## src/rtl/water_led_ctrl.sv

```systemverilog
// water_led_ctrl: running-light controller for a LED_N-wide LED bar plus RGB_N RGB LEDs.
// Optional feature: define WATER_LED_TAIL_EN to add a 25%-duty trailing LED in ROTL/ROTR/BOUNCE.
module water_led_ctrl #(
    parameter int LED_N       = 8,
    parameter int RGB_N       = 4,
    parameter int STEP_CYCLES = 12_000_000,
    parameter bit ACTIVE_LOW  = 1'b0
) (
    input  logic               clk,
    input  logic               rst,
    input  logic [1:0]         mode,
    input  logic               pause,
    output logic [LED_N-1:0]   led,
    output logic [3*RGB_N-1:0] rgb,
    output logic               step
);

    localparam int                PW       = (STEP_CYCLES > 2) ? $clog2(STEP_CYCLES) : 1;
    localparam logic [PW-1:0]     PCNT_MAX = PW'(STEP_CYCLES - 1);
    localparam logic [LED_N-1:0]  LOAD_LSB = LED_N'(1);
    localparam logic [LED_N-1:0]  LOAD_MSB = {1'b1, {(LED_N-1){1'b0}}};
    localparam logic [LED_N-1:0]  ALL_ONES = '1;
    localparam logic [LED_N-1:0]  LED_POL  = ACTIVE_LOW ? '1 : '0;
    localparam logic [3*RGB_N-1:0] RGB_POL = ACTIVE_LOW ? '1 : '0;

    typedef enum logic [1:0] {
        MODE_ROTL   = 2'd0,
        MODE_ROTR   = 2'd1,
        MODE_BOUNCE = 2'd2,
        MODE_FILL   = 2'd3
    } mode_e;

    typedef enum logic {
        DIR_LEFT  = 1'b0,
        DIR_RIGHT = 1'b1
    } dir_e;

    // Colour code 1..7 for RGB LED idx when the colour index is cidx.
    function automatic logic [2:0] colour_code(input logic [2:0] cidx, input int idx);
        logic [3:0] s;
        s = {1'b0, cidx} + 4'(idx % 7);
        if (s >= 4'd7) begin
            s = s - 4'd7;
        end
        return s[2:0] + 3'd1;
    endfunction

    mode_e             w_mode;
    mode_e             r_mode_q;
    mode_e             w_mode_q_next;
    dir_e              r_dir;
    dir_e              w_dir_next;
    dir_e              w_adv_dir;
    logic [PW-1:0]     r_pcnt;
    logic [PW-1:0]     w_pcnt_next;
    logic [LED_N-1:0]  r_pat;
    logic [LED_N-1:0]  w_pat_next;
    logic [LED_N-1:0]  w_adv_pat;
    logic [LED_N-1:0]  w_load_val;
    logic [LED_N-1:0]  w_tail_mask;
    logic [2:0]        r_cidx;
    logic [2:0]        w_cidx_next;
    logic              r_step;
    logic              w_step_next;
    logic              w_reload;
    logic              w_tick;
    logic [LED_N-1:0]  r_led;
    logic [3*RGB_N-1:0] r_rgb;
    logic [3*RGB_N-1:0] w_rgb_next;
    logic [3*RGB_N-1:0] w_rgb_rst;

    assign w_mode   = mode_e'(mode);
    assign w_reload = !pause && (w_mode != r_mode_q);
    assign w_tick   = !pause && !w_reload && (r_pcnt == PCNT_MAX);

    assign w_load_val = (w_mode == MODE_ROTR) ? LOAD_MSB : LOAD_LSB;

    // One pattern step in the currently registered mode.
    always_comb begin
        w_adv_pat = r_pat;
        w_adv_dir = r_dir;
        case (r_mode_q)
            MODE_ROTL: begin
                w_adv_pat = {r_pat[LED_N-2:0], r_pat[LED_N-1]};
            end
            MODE_ROTR: begin
                w_adv_pat = {r_pat[0], r_pat[LED_N-1:1]};
            end
            MODE_BOUNCE: begin
                if (r_dir == DIR_LEFT) begin
                    w_adv_pat = r_pat << 1;
                    if (w_adv_pat[LED_N-1]) begin
                        w_adv_dir = DIR_RIGHT;
                    end
                end else begin
                    w_adv_pat = r_pat >> 1;
                    if (w_adv_pat[0]) begin
                        w_adv_dir = DIR_LEFT;
                    end
                end
            end
            default: begin
                w_adv_pat = (r_pat == ALL_ONES) ? '0 : {r_pat[LED_N-2:0], 1'b1};
            end
        endcase
    end

    // Priority below reset: pause, then mode-change reload, then tick.
    always_comb begin
        w_pcnt_next   = r_pcnt;
        w_pat_next    = r_pat;
        w_mode_q_next = r_mode_q;
        w_dir_next    = r_dir;
        w_cidx_next   = r_cidx;
        w_step_next   = 1'b0;
        if (pause) begin
            w_step_next = 1'b0;
        end else if (w_reload) begin
            w_mode_q_next = w_mode;
            w_pat_next    = w_load_val;
            w_pcnt_next   = '0;
            w_dir_next    = DIR_LEFT;
        end else if (w_tick) begin
            w_pcnt_next = '0;
            w_pat_next  = w_adv_pat;
            w_dir_next  = w_adv_dir;
            w_cidx_next = (r_cidx == 3'd6) ? 3'd0 : r_cidx + 3'd1;
            w_step_next = 1'b1;
        end else begin
            w_pcnt_next = r_pcnt + PW'(1);
        end
    end

`ifdef WATER_LED_TAIL_EN
    logic [LED_N-1:0] r_tail;
    logic [LED_N-1:0] w_tail_next;
    logic [1:0]       r_pwm;
    logic [1:0]       w_pwm_next;

    assign w_pwm_next = r_pwm + 2'd1;

    always_comb begin
        w_tail_next = r_tail;
        if (w_reload) begin
            w_tail_next = '0;
        end else if (w_tick) begin
            w_tail_next = r_pat;
        end
    end

    // The PWM counter keeps running through pause so the tail still dims.
    assign w_tail_mask = ((w_mode_q_next != MODE_FILL) && (w_pwm_next == 2'd0)) ? w_tail_next : '0;

    always_ff @(posedge clk) begin
        if (rst) begin
            r_tail <= '0;
            r_pwm  <= 2'd0;
        end else begin
            r_tail <= w_tail_next;
            r_pwm  <= w_pwm_next;
        end
    end
`else
    assign w_tail_mask = '0;
`endif

    generate
        for (genvar gi = 0; gi < RGB_N; gi++) begin : g_rgb
            assign w_rgb_next[3*gi +: 3] = colour_code(w_cidx_next, gi);
            assign w_rgb_rst[3*gi +: 3]  = colour_code(3'd0, gi);
        end
    endgenerate

    always_ff @(posedge clk) begin
        if (rst) begin
            r_pcnt   <= '0;
            r_pat    <= LOAD_LSB;
            r_mode_q <= w_mode;
            r_dir    <= DIR_LEFT;
            r_cidx   <= 3'd0;
            r_step   <= 1'b0;
            r_led    <= LOAD_LSB ^ LED_POL;
            r_rgb    <= w_rgb_rst ^ RGB_POL;
        end else begin
            r_pcnt   <= w_pcnt_next;
            r_pat    <= w_pat_next;
            r_mode_q <= w_mode_q_next;
            r_dir    <= w_dir_next;
            r_cidx   <= w_cidx_next;
            r_step   <= w_step_next;
            r_led    <= (w_pat_next | w_tail_mask) ^ LED_POL;
            r_rgb    <= w_rgb_next ^ RGB_POL;
        end
    end

    assign led  = r_led;
    assign rgb  = r_rgb;
    assign step = r_step;

endmodule
```

## config.mk

```make
export PLATFORM = sky130hd
export DESIGN_NAME = water_led_ctrl
export DESIGN_NICKNAME = d
export VERILOG_FILES = /design/src/rtl/water_led_ctrl.sv
export SDC_FILE = /design/constraint.sdc
export NUM_CORES = 1
export LEC_CHECK = 0
export CORE_UTILIZATION = 45
export DETAILED_ROUTE_END_ITERATION = 7
export PLACE_DENSITY_LB_ADDON = 0.3
export SYNTH_ARGS = -nofsm -noshare
export SYNTH_HDL_FRONTEND = slang
export SYNTH_SLANG_ARGS = --single-unit
```

## constraint.sdc

```tcl
create_clock -name clk -period 4.5 [get_ports clk]
set_input_delay 0.9 -clock clk [delete_from_list [all_inputs] [get_ports clk]]
set_output_delay 0.9 -clock clk [all_outputs]
set_load 0.02 [all_outputs]
```

==> results.json, run 1 <==
{
  "wl_met1_mm": 2.74,
  "grt_first_pass_wirelength_mm": 10.1,
  "routed.top_layer": "met4",
  "grt_overflow": 0,
  "outcome": "complete, no violations",
  "clkSlewWorstSetupHoldPaths_ps": 100,
  "worst-setup-path-type": "in2reg",
  "met3_wirelength_um": 217,
  "die_height_um": 81.8,
  "synthesis.nets": 343,
  "drt_wl_total_mm": 5.70,
  "finalCritPeriodShare_pct": 91.2,
  "finalWeightedCongestion": 0.822,
  "totalNegativeSetupSlack_ps": 0,
  "nFillCells": 558,
  "reg2reg_from": "r_pcnt[8]",
  "rsz0062_at_grt": "no",
  "yosys.cell_types.count": 69,
  "drv_cap": 0,
  "post_cts_buffers": 0,
  "initial_standard_cell_utilization_of_the_core_pct": 47.6,
  "worstMarginPinSlew_ps": 719,
  "ir_drop_v": 0.000186,
  "cts_num_sinks": 51,
  "timing.critical_path.fanout_max": 7,
  "timing.hold.worst.start": "r_dir",
  "final_hold_viol_count": 0,
  "placement.io_buffers": 25,
  "synth_enable_flop_cells": 2,
  "worst_ep_required_time_ps": 4700,
  "static-leakage-power_uw": 0.00120,
  "core_area_sq_um": 6030,
  "cts_inserted_buffers": 5,
  "cp-startpoint": "mode[1]",
  "cts.htree.levels": 2,
  "timing.clock.skew_ps": 15.6,
  "worstSetupStartpointType": "input pin",
  "avgSynthCellArea_sq_um": 8.85,
  "drt_drc_violations_left": 0,
  "cts_buffer_depth": 2,
  "tritoncts_clock_tree": "yes",
  "grt.total_usage_pct": 19.8,
  "cells_after_synth": 324,
  "clockRootBuffer": "sky130_fd_sc_hd__clkbuf_8",
  "antennaDiodeCount": 0,
  "wire_per_inst_um": 13.3,
  "dr.first_iter.drc_count": 119,
  "quantity_of_gates_resized_following_cts": 0,
  "grt_max_degree": 26,
  "min_path_type": "reg2reg",
  "synth.yosys.warnings": 0,
  "clock.fmax_mhz": 244,
  "mean_number_of_vias_per_cell": 5.43,
  "slew_headroom_pct": 52.1,
  "die-width_um": 81.8,
  "grt_antenna_before_repair": 0,
  "first_pass_iters": 4,
  "power.density_nw_per_um2": 267,
  "ys_seq_elements": 51,
  "detailroute.wirelength.met2_mm": 2.66,
  "insertion_delay_ps": 320,
  "area_of_the_die_sq_um": 6690,
  "synthesis.area_sq_um": 2870,
  "post_dp_cell_area_sq_um": 3210,
  "seq_area_frac_synth_pct": 36.3,
  "cp_data_arrival_time_ps": 4310,
  "final_layout_size_suffix_gt1_share_pct": 11.0,
  "fin_nets": 373,
  "setup_violators_final": 0,
  "post-route-min-period_ps": 4110,
  "hold_buffers": 0,
  "layout.cell_area.non_filler_sq_um": 3340,
  "type_of_element_capturing_the_critical_path": "flop",
  "num_io_pins": 26,
  "postRouteAntennaNets": 0,
  "first_global_vias": 2260,
  "syn_to_final_growth_pct": 16.6,
  "ys.flop_type": "sky130_fd_sc_hd__dfxtp_1",
  "post-dp-hpwl_mm": 4.12,
  "total_number_of_vias": 2335,
  "rows": 28,
  "timing.final.max_slew_violations": 0,
  "synth_async_sr_flop_share_pct": 0
}
logic make-up (layout without fill, tap and decap cells):
kind of cell	count (synthesis)	after routing	synth area share, %
adder cells (fa/ha/maj)	14	14	6.37
buffers and inverters	20	51	3.45
AO/OA/AOI/OAI	49	49	11.4
multiplexers	8	8	3.01
XOR/XNOR	26	26	8.21
AND/OR/NAND/NOR	156	156	31.3
flip-flops	51	51	36.3
layer usage:
| metal | GRT usage [%] | up-vias |
|---|---|---|
| li1 | - | 1204 |
| met1 | 24.1 | 1085 |
| met2 | 33.4 | 39 |
| met3 | 5.44 | 7 |
| met4 | 6.49 | 0 |
| met5 | 0 | - |
flip-flops by register name, summed over array words and instances (netlist names):
| signal | flops |
|---|---|
| led | 8 |
| r_dir | 1 |
| r_mode_q | 2 |
| rgb | 12 |
| r_cidx | 3 |
| r_pcnt | 24 |
| step | 1 |
Yosys cell counts (2+ instances only):
master	instances	area share [%]
sky130_fd_sc_hd__buf_4	2	0.52
sky130_fd_sc_hd__nor4_1	3	0.65
sky130_fd_sc_hd__nand2_1	25	3.3
sky130_fd_sc_hd__nor3_1	6	1.0
sky130_fd_sc_hd__nor4_2	2	0.87
sky130_fd_sc_hd__xor2_1	12	3.7
sky130_fd_sc_hd__o21ai_0	11	1.9
sky130_fd_sc_hd__nand4_1	7	1.5
sky130_fd_sc_hd__a22oi_1	7	1.8
sky130_fd_sc_hd__nand3_1	12	2.1
sky130_fd_sc_hd__a21oi_1	10	1.7
sky130_fd_sc_hd__mux2i_1	5	1.7
sky130_fd_sc_hd__nor2b_1	11	2.4
sky130_fd_sc_hd__or3_1	5	1.1
sky130_fd_sc_hd__nand2b_1	4	0.87
sky130_fd_sc_hd__a31oi_1	3	0.65
sky130_fd_sc_hd__o21a_1	2	0.52
sky130_fd_sc_hd__xnor2_1	13	4.0
sky130_fd_sc_hd__and3_1	4	0.87
sky130_fd_sc_hd__ha_1	13	5.7
sky130_fd_sc_hd__clkbuf_1	4	0.52
sky130_fd_sc_hd__nor3b_1	3	0.79
sky130_fd_sc_hd__and2_1	3	0.65
sky130_fd_sc_hd__or4_4	2	0.79
sky130_fd_sc_hd__nor2_1	42	5.5
sky130_fd_sc_hd__a211o_1	2	0.61
sky130_fd_sc_hd__nand3_2	3	1.0
sky130_fd_sc_hd__nand3b_1	2	0.52
sky130_fd_sc_hd__nor4b_1	2	0.61
sky130_fd_sc_hd__inv_1	9	1.2
sky130_fd_sc_hd__buf_6	2	0.79
sky130_fd_sc_hd__or2_2	4	0.87
sky130_fd_sc_hd__and2b_2	2	0.61
sky130_fd_sc_hd__nand4b_1	3	0.92
sky130_fd_sc_hd__dfxtp_1	49	34
sky130_fd_sc_hd__edfxtp_1	2	2.1
area by class of cell:
cell class                 count  area, sq um  share of cell area, %
timing repair buffer          33          310                   9.28
multi-input combinational    253         1730                   51.7
clock inverter                 2         60.1                   1.80
tap                           75         93.8                   2.81
sequential                    51         1040                   31.1
inverter                      10         37.5                   1.12
clock buffer                   6         72.6                   2.17
metrics by stage:
stage / worst slack (ps) / hold slack (ps) / total power, uW / instances / utilization (%)
floorplan: 537 / 439 / 506 / 324 / -
global placement: 142 / 455 / 521 / 422 / 53.3
detailed placement: 52.8 / 464 / 522 / 422 / 53.3
CTS: 390 / 481 / 901 / 430 / 55.5
global route: 73.8 / 513 / 926 / 430 / 55.5
finish: 394 / 483 / 892 / 430 / 55.5
critical path, cell delays in order:
cell and delay, ps:
sky130_fd_sc_hd__clkdlybuf4s50_1 470, sky130_fd_sc_hd__xor2_2 190, sky130_fd_sc_hd__or3_1 510, sky130_fd_sc_hd__o31ai_1 360, sky130_fd_sc_hd__and2_1 240, sky130_fd_sc_hd__ha_1 310
sky130_fd_sc_hd__nor2b_1 230, sky130_fd_sc_hd__o32ai_1 110, sky130_fd_sc_hd__and3_1 170, sky130_fd_sc_hd__a41oi_1 210, sky130_fd_sc_hd__nor2_1 70, sky130_fd_sc_hd__xor2_1 140
sky130_fd_sc_hd__ha_1 260, sky130_fd_sc_hd__nor2b_1 120
report_power, final:
part	internal (uW)	switching, uW
clock network	222	158
registers	458	5.51
logic	18.5	29.7
total	698	193
path summary, 6_finish.rpt:
kind         cells after the start       to  slack, ps
max                             14  rgb[10]        390
min reg2reg                      2    r_dir        480
min                              2    r_dir        480
max reg2reg                     14  rgb[10]        700
cells in the final DEF, fill, tap and decap left out, types with 3 or more instances in the layout:
cell / netlist / routed
sky130_fd_sc_hd__a22oi_1: 7 / 7
sky130_fd_sc_hd__and3_1: 4 / 4
sky130_fd_sc_hd__o21ai_0: 11 / 11
sky130_fd_sc_hd__nand2_1: 25 / 25
sky130_fd_sc_hd__nor3b_1: 3 / 3
sky130_fd_sc_hd__mux2i_1: 5 / 5
sky130_fd_sc_hd__nor3_1: 6 / 6
sky130_fd_sc_hd__nand3_1: 12 / 12
sky130_fd_sc_hd__buf_4: 2 / 8
sky130_fd_sc_hd__nand3_2: 3 / 3
sky130_fd_sc_hd__xnor2_1: 13 / 13
sky130_fd_sc_hd__clkbuf_8: 0 / 5
sky130_fd_sc_hd__nand2b_1: 4 / 4
sky130_fd_sc_hd__nand4b_1: 3 / 3
sky130_fd_sc_hd__a21oi_1: 10 / 10
sky130_fd_sc_hd__or2_2: 4 / 4
sky130_fd_sc_hd__nor2_1: 42 / 42
sky130_fd_sc_hd__or3_1: 5 / 5
sky130_fd_sc_hd__nand4_1: 7 / 7
sky130_fd_sc_hd__clkdlybuf4s50_1: 0 / 25
sky130_fd_sc_hd__xor2_1: 12 / 12
sky130_fd_sc_hd__nor4_1: 3 / 3
sky130_fd_sc_hd__a31oi_1: 3 / 3
sky130_fd_sc_hd__dfxtp_1: 49 / 49
sky130_fd_sc_hd__ha_1: 13 / 13
sky130_fd_sc_hd__inv_1: 9 / 9
sky130_fd_sc_hd__and2_1: 3 / 3
sky130_fd_sc_hd__nor2b_1: 11 / 11
No activity file was read; power rests on OpenSTA's default activity.
==> inputs of run 2 (changes only) <==
- CORE_UTILIZATION: 45 -> 57
==> run 2 against run 1 <==
Against the previous run:
- cell area grew 0.37%
- clock-buffer cell count unchanged
- worst setup slack got worse by 160 ps
- largest cell class unchanged
- sequential cell count unchanged
- sequential power is essentially flat
- power fell by 0.55%
- sequential share of layout area is 0.12 points lower
- worst hold slack gained 9.7 ps
==> results.json, run 2 (same netlist as run 1, synthesis figures left out) <==
{
  "grt.total_usage_pct": 24.2,
  "hold_buffers": 0,
  "mean_number_of_vias_per_cell": 5.52,
  "post-layout-total-power_uw": 887,
  "initial_standard_cell_utilization_of_the_core_pct": 59.9,
  "worst-setup-path-type": "in2reg",
  "static-leakage-power_uw": 0.00122,
  "clock.fmax_mhz": 234,
  "antennaDiodeCount": 0,
  "timing.critical_path.fanout_max": 6,
  "finalWeightedCongestion": 0.899,
  "cts.htree.levels": 2,
  "grt_overflow": 0,
  "most-common-layout-cells": "49 x sky130_fd_sc_hd__dfxtp_1, 42 x sky130_fd_sc_hd__nor2_1, 25 x sky130_fd_sc_hd__nand2_1, 25 x sky130_fd_sc_hd__clkdlybuf4s50_1",
  "worst_hold_slack_ps": 493,
  "quantity_of_gates_resized_following_cts": 0,
  "placement.io_buffers": 25,
  "area_of_the_die_sq_um": 5320,
  "power.density_nw_per_um2": 264,
  "finalCritPeriodShare_pct": 94.9,
  "cp_data_arrival_time_ps": 4460,
  "post-dp-hpwl_mm": 4.35,
  "drt_wl_total_mm": 5.89,
  "timing.hold.worst.start": "r_dir",
  "drt_drc_violations_left": 0,
  "timing.final.ws_setup_ps": 231,
  "grt_first_pass_wirelength_mm": 10.0,
  "syn_to_final_growth_pct": 17.0,
  "cts_inserted_buffers": 5,
  "core_area_sq_um": 4790,
  "rows": 25,
  "post_cts_buffers": 0,
  "reg2reg_depth": 12,
  "timing.rr.end": "rgb[4]",
  "cts_num_sinks": 51,
  "grt_max_degree": 26,
  "postRouteAntennaNets": 0,
  "top_register": "r_pcnt",
  "final_layout_size_suffix_gt1_share_pct": 11.7,
  "worstHoldPathCells": 2,
  "worstHoldEndpoint": "r_dir",
  "pre_cts_ws_ps": -40.8,
  "outcome": "complete, no violations",
  "worstSetupStartpointType": "input pin",
  "timing.final.max_slew_violations": 0,
  "tritoncts_clock_tree": "yes",
  "totalNegativeSetupSlack_ps": 0,
  "worst_ep_required_time_ps": 4700,
  "largest_reg_flops": 24,
  "clkSlewWorstSetupHoldPaths_ps": 100,
  "die_height_um": 72.9,
  "timing.clock.skew_ps": 14.7,
  "total_number_of_vias": 2347,
  "clockRootBuffer": "sky130_fd_sc_hd__clkbuf_8",
  "wire_per_inst_um": 13.9,
  "reg2reg_from": "r_pcnt[8]",
  "final_hold_viol_count": 0,
  "rsz0062_at_grt": "no",
  "post-route-min-period_ps": 4270,
  "setup_violators_final": 0,
  "first_pass_iters": 4,
  "die-width_um": 72.9,
  "min_path_type": "reg2reg",
  "first_global_vias": 2178,
  "num_io_pins": 26,
  "fin_nets": 376,
  "grt_antenna_before_repair": 0,
  "insertion_delay_ps": 310,
  "type_of_element_capturing_the_critical_path": "flop",
  "drv_cap": 0,
  "slew_headroom_pct": 48.0,
  "worstMarginPinSlew_ps": 778,
  "cts_buffer_depth": 2,
  "ir_drop_v": 0.000196,
  "r2r_slack_ps": 620,
  "layout_commonest_cell": "sky130_fd_sc_hd__dfxtp_1",
  "dr.first_iter.drc_count": 118
}
run 2: routing by layer:
layer / part of all wire [%] / GRT usage [%]
met5: 0 / 0
met3: 3.6 / 4.56
met4: 1.8 / 8.28
met2: 48 / 41.3
met1: 46 / 30.6
run 2: metrics by stage:
stage / utilization, % / cells / cell area (sq um)
finish: 70.1 / 425 / 3350
global route: 70.1 / 425 / 3350
CTS: 70.1 / 425 / 3350
detailed placement: 67.3 / 417 / 3220
global placement: 67.3 / 417 / 3220
floorplan: - / 324 / 2870
run 2: critical path, stage by stage:
cell	delay [ps]
sky130_fd_sc_hd__clkdlybuf4s50_1	480
sky130_fd_sc_hd__xor2_2	200
sky130_fd_sc_hd__or3_1	520
sky130_fd_sc_hd__o31ai_1	440
sky130_fd_sc_hd__and2_1	260
sky130_fd_sc_hd__inv_2	90
sky130_fd_sc_hd__ha_1	210
sky130_fd_sc_hd__ha_1	320
sky130_fd_sc_hd__a211o_1	280
sky130_fd_sc_hd__and2_1	160
sky130_fd_sc_hd__ha_1	300
sky130_fd_sc_hd__or2_2	280
run 2: final cells by class:
cell class / instances / area [sq um]
clock buffer: 6 / 72.6
clock inverter: 2 / 60.1
fill: 397 / 1430
inverter: 10 / 37.5
multi-input combinational: 253 / 1730
sequential: 51 / 1040
tap: 67 / 83.8
timing repair buffer: 36 / 333
run 2: power breakdown:
group          internal (uW)  switching (uW)
clock                    222             153
combinational           18.5            30.4
sequential               458            5.54
total                    698             189
run 2: worst max-delay path by stage:
stage | from | endpoint | slack [ps]
floorplan | mode[1] | rgb[2] | 540
global placement | mode[1] | rgb[4] | 100
detailed placement | mode[1] | rgb[2] | -40
CTS | mode[1] | rgb[4] | 280
global route | mode[1] | rgb[11] | 30
finish | mode[1] | rgb[4] | 230
==> inputs of run 3 (changes only) <==
- CORE_UTILIZATION: 57 -> 52
- clock period: 4.5 -> 3.7 ns (I/O delays scaled with it)
==> run 3 against run 2 <==
Against the previous run:
- sequential power increased by 22%
- clock skew decreased by 7.6 ps
- first-iteration DRC count increased by 64%
- worst hold slack improved by 5.5 ps
- critical path depth increased by 3
- utilization decreased by 0.45 points
- power increased by 23%
- sequential share of layout area decreased by 2.3 points
- register-to-register slack got worse by 430 ps
- via count increased by 7.5%
- clock-buffer cell count unchanged
- non-clock buffer count increased by 25
==> results.json, run 3 (same netlist as run 1, synthesis figures left out) <==
{
  "outcome": "complete, no violations",
  "worst-path-buf-inv": 3,
  "timing.final.max_slew_violations": 0,
  "drt_wl_total_mm": 6.26,
  "worstSetupStartpointType": "input pin",
  "most-common-layout-cells": "49 x sky130_fd_sc_hd__dfxtp_1, 42 x sky130_fd_sc_hd__nor2_1, 35 x sky130_fd_sc_hd__buf_4",
  "reg2reg_from": "r_pcnt[8]",
  "ir_drop_v": 0.000216,
  "reg2reg_depth": 12,
  "drt_drc_violations_left": 0,
  "largest_reg_flops": 24,
  "die_height_um": 76.2,
  "dr.first_iter.drc_count": 194,
  "timing.clock.skew_ps": 7.03,
  "mean_number_of_vias_per_cell": 5.57,
  "num_io_pins": 26,
  "met3_wirelength_um": 262,
  "clock.fmax_mhz": 283,
  "initial_standard_cell_utilization_of_the_core_pct": 55.1,
  "post-dp-hpwl_mm": 4.52,
  "tritoncts_clock_tree": "yes",
  "rsz0062_at_grt": "no",
  "finalCritPeriodShare_pct": 95.4,
  "worstHoldEndpoint": "r_dir",
  "critPathTopFamily": "simple AND/OR/NAND/NOR gates",
  "worst_hold_slack_ps": 499,
  "layout_commonest_cell": "sky130_fd_sc_hd__dfxtp_1",
  "final_layout_size_suffix_gt1_share_pct": 19.8,
  "cts.htree.levels": 2,
  "area_of_the_die_sq_um": 5810,
  "total_number_of_vias": 2522,
  "grt.total_usage_pct": 22.2,
  "insertion_delay_ps": 300,
  "first_pass_iters": 4,
  "core_area_sq_um": 5200,
  "post-route-min-period_ps": 3530,
  "placement.io_buffers": 25,
  "die-width_um": 76.2,
  "timing.critical_path.fanout_max": 4,
  "setup_violators_final": 0,
  "worstMarginPinSlew_ps": 525,
  "fin_nets": 401,
  "static-leakage-power_uw": 0.00139,
  "wire_per_inst_um": 13.8,
  "cts_buffer_depth": 2,
  "timing.rr.end": "rgb[4]",
  "timing.hold.worst.start": "r_dir",
  "crit_path_cell_trace": "dlymetal6s2s_1 > xor2_2 > or3_4 > buf_12 > nor4_4 > mux2i_2 > inv_2 > ha_2 > nand3b_1 > nor4_2 > a311oi_2 > mux2i_1 > ha_1 > nor2_1 > mux2_1",
  "slew_headroom_pct": 65.0,
  "min_path_type": "reg2reg",
  "finalWeightedCongestion": 0.865,
  "worstHoldPathCells": 2,
  "postRouteAntennaNets": 0,
  "grt_max_degree": 26,
  "layoutNonFillerInstCount": 453,
  "wl_met1_mm": 2.73,
  "worst_ep_required_time_ps": 3900,
  "final_hold_viol_count": 0,
  "drv_cap": 0,
  "power.density_nw_per_um2": 302,
  "clockRootBuffer": "sky130_fd_sc_hd__clkbuf_8",
  "critical_path.slowest_cell": "sky130_fd_sc_hd__or3_4",
  "syn_to_final_growth_pct": 26.5,
  "cp_data_arrival_time_ps": 3730,
  "type_of_element_capturing_the_critical_path": "flop",
  "rows": 26,
  "detailroute.wirelength.met2_mm": 3.18,
  "slowest_delay_ps": 430,
  "critical_path_depth": 15,
  "grt_first_pass_wirelength_mm": 10.6,
  "routed.top_layer": "met4",
  "r2r_slack_ps": 190,
  "worst-setup-path-type": "in2reg",
  "cts_num_sinks": 51,
  "grt_antenna_before_repair": 0,
  "first_global_vias": 2380,
  "top_register": "r_pcnt",
  "grt_overflow": 0,
  "clkSlewWorstSetupHoldPaths_ps": 90,
  "place_inst": 444,
  "antennaDiodeCount": 0,
  "cts_inserted_buffers": 5
}
[run 3: worst max-delay path by stage]
stage / start / slack [ps] / end
after floorplan: mode[1] / -10 / rgb[2]
after global placement: mode[1] / -340 / rgb[4]
after detailed placement: mode[1] / -400 / rgb[11]
after CTS: mode[1] / 3 / rgb[4]
after global routing: r_pcnt[0] / 3 / rgb[11]
final: mode[0] / 170 / rgb[2]
[run 3: layout make-up]
cell class                      instances  area [sq um]
Clock inverter                          2          60.1
Tap cell                               70          87.6
Sequential cell                        51          1040
Multi-Input combinational cell        253          1790
Clock buffer                            6          72.6
Inverter                               10          37.5
Fill cell                             399          1580
Timing Repair Buffer                   61           541
[run 3: worst min-delay path: stages (launching register included)]
cell	delay, ps
sky130_fd_sc_hd__dfxtp_1	340
sky130_fd_sc_hd__nand2_1	60
sky130_fd_sc_hd__a21oi_1	60
[run 3: power by group]
part	switching, uW	internal (uW)	leakage [uW]	total, uW
Clock	185	270	0.0000654	455
Combinational	41.3	34.2	0.000907	75.5
Sequential	7.05	556	0.000415	564
Total	233	861	0.00139	1090
[run 3: per-stage QoR]
step                power, uW  util (%)  TNS, ps  setup WS (ps)  area [sq um]
finish                   1090      69.6        0            170          3620
global route             1130      69.6        0           3.03          3620
CTS                      1100      68.8        0           3.46          3580
detailed placement        644      65.6    -2530           -399          3410
global placement          643      65.6    -2050           -337          3410
floorplan                 615         -    -14.3          -14.3          2880
[run 3: timing repair]
| action | in CTS | in global routing |
|---|---|---|
| setup buffers | 0 | 1 |
| gates resized for setup | 7 | 6 |
| endpoints found under the hold margin | 0 | 0 |
| pin swaps | 1 | 5 |
| hold buffers | 0 | 0 |
| setup endpoints to repair | 5 | 6 |
[run 3: layer usage]
metal / vias to the layer above / global-route usage, %
met4: 0 / 8.85
met2: 63 / 39.0
met1: 1188 / 27.0
met5: - / 0
li1: 1261 / -
met3: 10 / 3.59
